$ cat src/rtl/memory_arbiter.sv
// memory_arbiter: arbitrates fetch and data requesters onto one RAM port and holds the LL/SC link
module memory_arbiter #(
  parameter int ADDR_W = 32,
  parameter int DATA_W = 32
) (
  input  logic              CLK,
  input  logic              RST,
  input  logic              iREN,
  input  logic [ADDR_W-1:0] iaddr,
  output logic              ihit,
  output logic [DATA_W-1:0] iload,
  input  logic              dREN,
  input  logic              dWEN,
  input  logic              datomic,
  input  logic [ADDR_W-1:0] daddr,
  input  logic [DATA_W-1:0] dstore,
  output logic              dhit,
  output logic [DATA_W-1:0] dload,
  output logic              ramREN,
  output logic              ramWEN,
  output logic [ADDR_W-1:0] ramaddr,
  output logic [DATA_W-1:0] ramstore,
  input  logic [DATA_W-1:0] ramload,
  input  logic              ram_ready
);
  typedef enum logic [2:0] {IDLE, DACC, IACC, DRESP, IRESP, SCFAIL} state_t;
  state_t state_q, state_d;
  logic [ADDR_W-1:0] addr_q;
  logic [DATA_W-1:0] data_q, load_q;
  logic [ADDR_W-3:0] lla_q;
  logic wr_q, atom_q, llv_q, lg_q;
  logic grant_d, sc_fail;
  // next state: data wins unless it was served last and fetch is also waiting
  always_comb begin
    grant_d = (dREN | dWEN) & (~iREN | ~lg_q);
    sc_fail = dWEN & datomic & (~llv_q | (daddr[ADDR_W-1:2] != lla_q));
    state_d = state_q;
    case (state_q)
      IDLE:    state_d = grant_d ? (sc_fail ? SCFAIL : DACC) : (iREN ? IACC : IDLE);
      DACC:    state_d = ram_ready ? DRESP : DACC;
      IACC:    state_d = ram_ready ? IRESP : IACC;
      default: state_d = IDLE;
    endcase
  end
  assign ramREN   = (state_q == IACC) | ((state_q == DACC) & ~wr_q);
  assign ramWEN   = (state_q == DACC) & wr_q;
  assign ramaddr  = addr_q;
  assign ramstore = data_q;
  assign ihit     = (state_q == IRESP);
  assign dhit     = (state_q == DRESP) | (state_q == SCFAIL);
  assign iload    = load_q;
  assign dload    = load_q;
  // state register, latched request, response data, link and fairness bit
  always_ff @(posedge CLK or posedge RST) begin
    if (RST) begin
      state_q <= IDLE;
      addr_q  <= '0;
      data_q  <= '0;
      load_q  <= '0;
      lla_q   <= '0;
      wr_q    <= 1'b0;
      atom_q  <= 1'b0;
      llv_q   <= 1'b0;
      lg_q    <= 1'b0;
    end else begin
      state_q <= state_d;
      case (state_q)
        IDLE: if (grant_d) begin
          addr_q <= daddr;
          data_q <= dstore;
          wr_q   <= dWEN;
          atom_q <= datomic;
          load_q <= '0;
        end else if (iREN) begin
          addr_q <= iaddr;
          wr_q   <= 1'b0;
          atom_q <= 1'b0;
        end
        DACC: if (ram_ready) load_q <= wr_q ? DATA_W'(atom_q) : ramload;
        IACC: if (ram_ready) load_q <= ramload;
        DRESP: begin
          lg_q <= 1'b1;
          if (!wr_q && atom_q) begin
            llv_q <= 1'b1;
            lla_q <= addr_q[ADDR_W-1:2];
          end else if (wr_q && (atom_q || addr_q[ADDR_W-1:2] == lla_q)) llv_q <= 1'b0;
        end
        IRESP:   lg_q <= 1'b0;
        SCFAIL:  lg_q <= 1'b1;
        default: ;
      endcase
    end
  end
endmodule

$ cat config.mk
export PLATFORM = sky130hd
export DESIGN_NAME = memory_arbiter
export DESIGN_NICKNAME = d
export VERILOG_FILES = /design/src/rtl/memory_arbiter.sv
export SDC_FILE = /design/constraint.sdc
export NUM_CORES = 1
export LEC_CHECK = 0
export ABC_AREA = 1
export CORE_ASPECT_RATIO = 0.7
export CORE_MARGIN = 5
export CORE_UTILIZATION = 45
export DETAILED_ROUTE_END_ITERATION = 8
export GPL_ROUTABILITY_DRIVEN = 0
export PLACE_DENSITY = 0.81
export SYNTH_ARGS = -nofsm -noshare
export SYNTH_HDL_FRONTEND = slang
export SYNTH_SLANG_ARGS = --single-unit
$ cat constraint.sdc
create_clock -name CLK -period 9.8 [get_ports CLK]
set_input_delay 1.47 -clock CLK [delete_from_list [all_inputs] [get_ports CLK]]
set_output_delay 1.47 -clock CLK [all_outputs]
set_load 0.02 [all_outputs]
# Word-level counts from Yosys, hierarchy flattened
# Cells that the tools add are included.
# totals
output_inout_bits	132
wordCells	67
register_bits	133
# classes
n_reduce_logical	15
eq_ne	10
n_bitwise	14
n_mux	19
# ops
cell	count
$mux 32	6
$pmux 32 s3	1
$eq 30x30->1	1
$ne 30x30->1	1
$mux 3	3
$pmux 3 s3	1
$reduce_and 2->1	4
$eq 3x2->1 const B	2
$eq 3x3->1 const B	2
$ne 2x2->1 const B	3
$reduce_bool 2->1	3
$and 1x1->1	5
$mux 1	5
$or 1x1->1	5
$mux 2	2
$not 1->1	4
$reduce_and 4->1	1
$eq 3x1->1 const B	1
$logic_not 3->1	1
$reduce_bool 3->1	1
$logic_and 1x1->1	2
$pmux 1 s2	1
$reduce_or 2->1	1
$logic_not 1->1	1
$logic_or 1x1->1	1

# Longest topological paths before layout
# logic_depth
word_depth	6
mapped_depth	11
mapped_depth_nobuf	11

# Worst setup path before layout
# OpenSTA, ideal clock, no wires.
# synth_timing
kind	flip-flop to output port
startpoint	reg state_q[1]
endpoint	out ramREN
required_ps	8330
path_slack_ps	7248
stages_incl_launch_ff	7
t_arrival_ps	1082
path_cell_list	dfrtp_1 inv_2 nand2_1 nor2_2 a21oi_1 inv_1 buf_2
# synth_via
elab_chain_len	3
word_cells_on_any_way	4
classes_between	2 x eq/ne; 2 x bitwise
# synth_rtl
element	line_no	rtl
start: declaration	27	state_t state_q, state_d;
start signal: assignment	66	state_q <= state_d;
$eq 3x1->1	45	assign ramREN = (state_q == IACC) | ((state_q == DACC) & ~wr_q);
$and 1x1->1	45	
$or 1x1->1 (*)	45	
end: declaration	19	output logic ramREN,
# Mark *: on every way between the ends. The rest lies on a longest branch, timed or not.

# Worst setup path after layout
# layout_timing
startpoint	in iREN
endpoint	reg data_q[28] (netlist: ramstore[28])
# layout_via
elab_chain_len	4
# layout_rtl
element	line_no	rtl
start: declaration	8	input logic iREN,
$not 1->1	35	grant_d = (dREN | dWEN) & (~iREN | ~lg_q);
$or 1x1->1	35	
$and 1x1->1	35	
$reduce_and 2->1 (no line)	-	
end signal: assignment	70	data_q <= dstore;
end: declaration	29	logic [DATA_W-1:0] data_q, load_q;
# No other way between the ends.
# A chain may end at the register's enable or synchronous reset.

==> results.py <==
metrics = {
    "critical_path": {
        "cp_slowest_cell": "nand2_2",
        "path_class": "in2reg",
        "cp_max_fo": 36,
        "cp.required_ns": 10.09,
        "start_kind": "input port",
        "cp.arrival_ns": 4.33,
        "crit_chain": "clkdlybuf4s50_1 -> nand2_1 -> o21ai_4 -> buf_4 -> inv_2 -> nand2_2 -> mux2_2",
        "path_delay_family": "buffers and inverters",
        "path_buf_inv": 3,
        "timing.rr.end": "ramstore[12]$_DFFE_PP0P_",
        "slowest_delay_ns": 0.89,
        "endpoint_kind": "flop",
        "rr_worst_depth": 6,
        "reg2reg_slack_ns": 7.00,
        "r2r-start": "lg_q$_DFFE_PP0P_",
    },
    "synth": {
        "synth_warnings": 0,
        "synth_cells": 840,
        "yosysSeqAreaShare_pct": 48.2,
        "synth_top_area_share_pct": 48.2,
        "ys_types": 30,
        "synth-edff-count": 0,
        "synth.top_cells.by_area": "dfrtp_1, nand2_1, inv_1",
        "synthArstFlopShare_pct": 100,
        "synth_nets": 975,
        "netlist.top_cell.by_area": "dfrtp_1",
        "syn_area_sq_um": 6900,
        "synth_compound_area_share_pct": 10.7,
        "synth_top_flop_cell": "dfrtp_1",
        "synth_mux_area_share_pct": 6.64,
        "ys_seq_elements": 133,
        "synth_xor_xnor_area_share_pct": 1.78,
        "yosys.area_share.simple_pct": 20.0,
        "synth-adder-area-share_pct": 0,
        "synth_top_family_by_area": "simple AND/OR/NAND/NOR gates",
        "syn-mean-instance-area_sq_um": 8.21,
    },
    "sta": {
        "max_slew.worst_pin.slew_ns": 1.15,
        "rsz0062_at_grt": "false",
        "finalCritPeriodShare_pct": 41.2,
        "setup-tns-final_ns": 0,
        "timing.slew.headroom_pct": 23.6,
        "maxSlewViolCount": 0,
        "skew_ns": 0.0147,
        "period_needed_ns": 4.04,
        "clock.fmax_mhz": 248,
        "setup_violations": 0,
        "hold_violations": 0,
    },
    "clock_tree": {
        "clkTransAtPathRegs_ns": 0.06,
        "post_cts_buffers": 0,
        "cts_tree": "yes",
        "h-tree-depth": 4,
        "cts_root_buffer": "clkbuf_16",
        "cts-hold-fix-buffers": 0,
        "cts-resized-gates": 0,
        "cts_buffers": 17,
        "cts.sinks": 133,
        "insertion_delay_ns": 0.41,
        "cts_max_path_buffers": 2,
    },
    "drt": {
        "drt-total-wl_microns": 21700,
        "drtIter0Drc": 420,
        "vias": 6453,
        "via_per_inst": 5.07,
        "drc": 0,
        "routedWlPerCell_microns": 17.0,
        "firstDrtPassIters": 5,
        "ant_nets": 0,
    },
    "global_route": {
        "grt_max_degree": 74,
        "antenna_found_initial": 1,
        "overflow": 0,
        "grt_pass1_vias": 6181,
        "grt_pass1_wl_microns": 33300,
        "track_usage_pct": 23.5,
    },
    "min_path": {
        "holdCritPathClass": "reg2reg",
        "holdPathStages": 1,
        "min-delay-start": "ramstore[3]$_DFFE_PP0P_",
        "min_to": "ramstore[3]$_DFFE_PP0P_",
    },
    "power_and_ir_drop": {
        "powerDensity_nw_per_um2": 331,
        "leakagePower_nw": 4.80,
        "p_total_w": 0.00332,
        "ir_drop_v": 0.000199,
    },
    "floorplan": {
        "die_area_sq_um": 17900,
        "ios": 267,
        "die_h_microns": 114,
        "start_util_pct": 46.4,
        "row_count": 37,
        "core_sq_um": 14900,
        "die_w_microns": 158,
    },
    "flow_run": {
        "maxCapViolations": 0,
    },
    "finish": {
        "syn2layout_area_growth_pct": 45.5,
        "nets": 1199,
        "drive_gt1_share_pct": 7.71,
        "utilization_pct": 67.5,
        "fillCellCount": 1209,
    },
    "place": {
        "dp_hpwl_microns": 15900,
        "port_buffers": 266,
    },
    "status": {
        "outcome": "complete, no violations",
    },
}
layout make-up:
type | count | area [sq um] | area share, %
Antenna cell | 1 | 2.50 | 0.0249
Clock buffer | 17 | 425 | 4.24
Clock inverter | 14 | 175 | 1.75
Inverter | 120 | 453 | 4.51
Multi-Input combinational cell | 521 | 2710 | 27.0
Sequential cell | 133 | 3330 | 33.2
Tap cell | 195 | 244 | 2.43
Timing Repair Buffer | 271 | 2700 | 26.9
cells by family (layout without fill, tap and decap cells):
family | Yosys count | after routing
other | 0 | 1
DFF | 133 | 133
buffers and inverters | 186 | 422
and+or+nand+nor | 341 | 341
muxes | 32 | 32
AOI/OAI and AO/OA | 134 | 134
xor gates and xnor gates | 14 | 14
worst max path at each step:
stage | startpoint | to | depth (start not counted)
6_report | iREN | ramstore[28]$_DFFE_PP0P_ | 7
5_1_grt | iREN | ramstore[28]$_DFFE_PP0P_ | 7
4_1_cts | iREN | ramstore[26]$_DFFE_PP0P_ | 7
3_5_place_dp | iREN | ramstore[26]$_DFFE_PP0P_ | 7
3_3_place_gp | iREN | ramstore[27]$_DFFE_PP0P_ | 7
2_1_floorplan | RST | atom_q$_DFFE_PP0P_ | 1
worst register-to-register path, delay by kind of cell (launching register included):
kind,cells,cell delay (ns)
AO/OA/AOI/OAI,1,0.06
flip-flops,1,0.37
multiplexers,1,0.59
AND/OR/NAND/NOR,2,0.88
buffers and inverters,2,0.80
report_power, final:
| part | internal, W | switching (W) | leakage [nW] |
|---|---|---|---|
| Sequential | 0.000781 | 0.000191 | 1.67 |
| Clock | 0.000402 | 0.000257 | 0.286 |
| Combinational | 0.000748 | 0.000940 | 2.85 |
| Total | 0.00193 | 0.00139 | 4.80 |
cell usage in the layout (no fill, tap or decap), types with 3 or more instances in the layout:
master	n
nor2_1	55
inv_1	116
dfrtp_1	133
nand4_1	6
buf_4	5
mux2_4	26
clkinv_4	3
o21ai_0	65
bufinv_16	3
nand2_1	235
o21ai_1	29
nor2_2	3
clkinvlp_4	3
nand3_1	35
mux2_2	6
inv_6	3
inv_2	3
clkbuf_16	17
o22ai_1	32
clkdlybuf4s50_1	266
xnor2_1	13
cell usage after synthesis, types with 2 or more instances:
cell type  number
nand2_1       235
dfrtp_1       133
inv_1         117
o21ai_0        65
nor2_1         55
nand3_1        35
buf_4          34
o22ai_1        32
o21ai_1        29
mux2_4         26
buf_2          14
clkbuf_1       14
xnor2_1        13
mux2_2          6
nand4_1         6
buf_6           3
inv_2           3
nor2_2          3
a21oi_1         2
a31oi_1         2
nand3_2         2
nor3_1          2
o21ai_4         2
routing by layer:
layer	global-route usage [%]	wire length, microns	vias to the layer above
met5	0	13	-
met4	5.91	239	2
met3	7.43	2470	15
met2	35.6	9750	300
met1	33.1	9210	3057
li1	-	-	3079
per-stage QoR:
| stage | worst slack, ns | cell area, sq um | hold WS (ns) | instances |
|---|---|---|---|---|
| 5_1_grt | 5.62 | 10000 | 0.522 | 1271 |
| 3_5_place_dp | 5.36 | 9430 | 0.491 | 1240 |
| 4_1_cts | 5.78 | 10000 | 0.514 | 1271 |
| 6_report | 5.76 | 10000 | 0.512 | 1272 |
| 3_3_place_gp | 5.40 | 9430 | 0.488 | 1240 |
| 2_1_floorplan | 4.78 | 6900 | 0.481 | 840 |
sequential cells by signal, indices dropped and copies added (netlist names):
register	count
wr_q	1
lla_q	30
llv_q	1
ramaddr	32
state_q	3
lg_q	1
dload	32
ramstore	32
atom_q	1
Power figures use the tool's default switching activity.
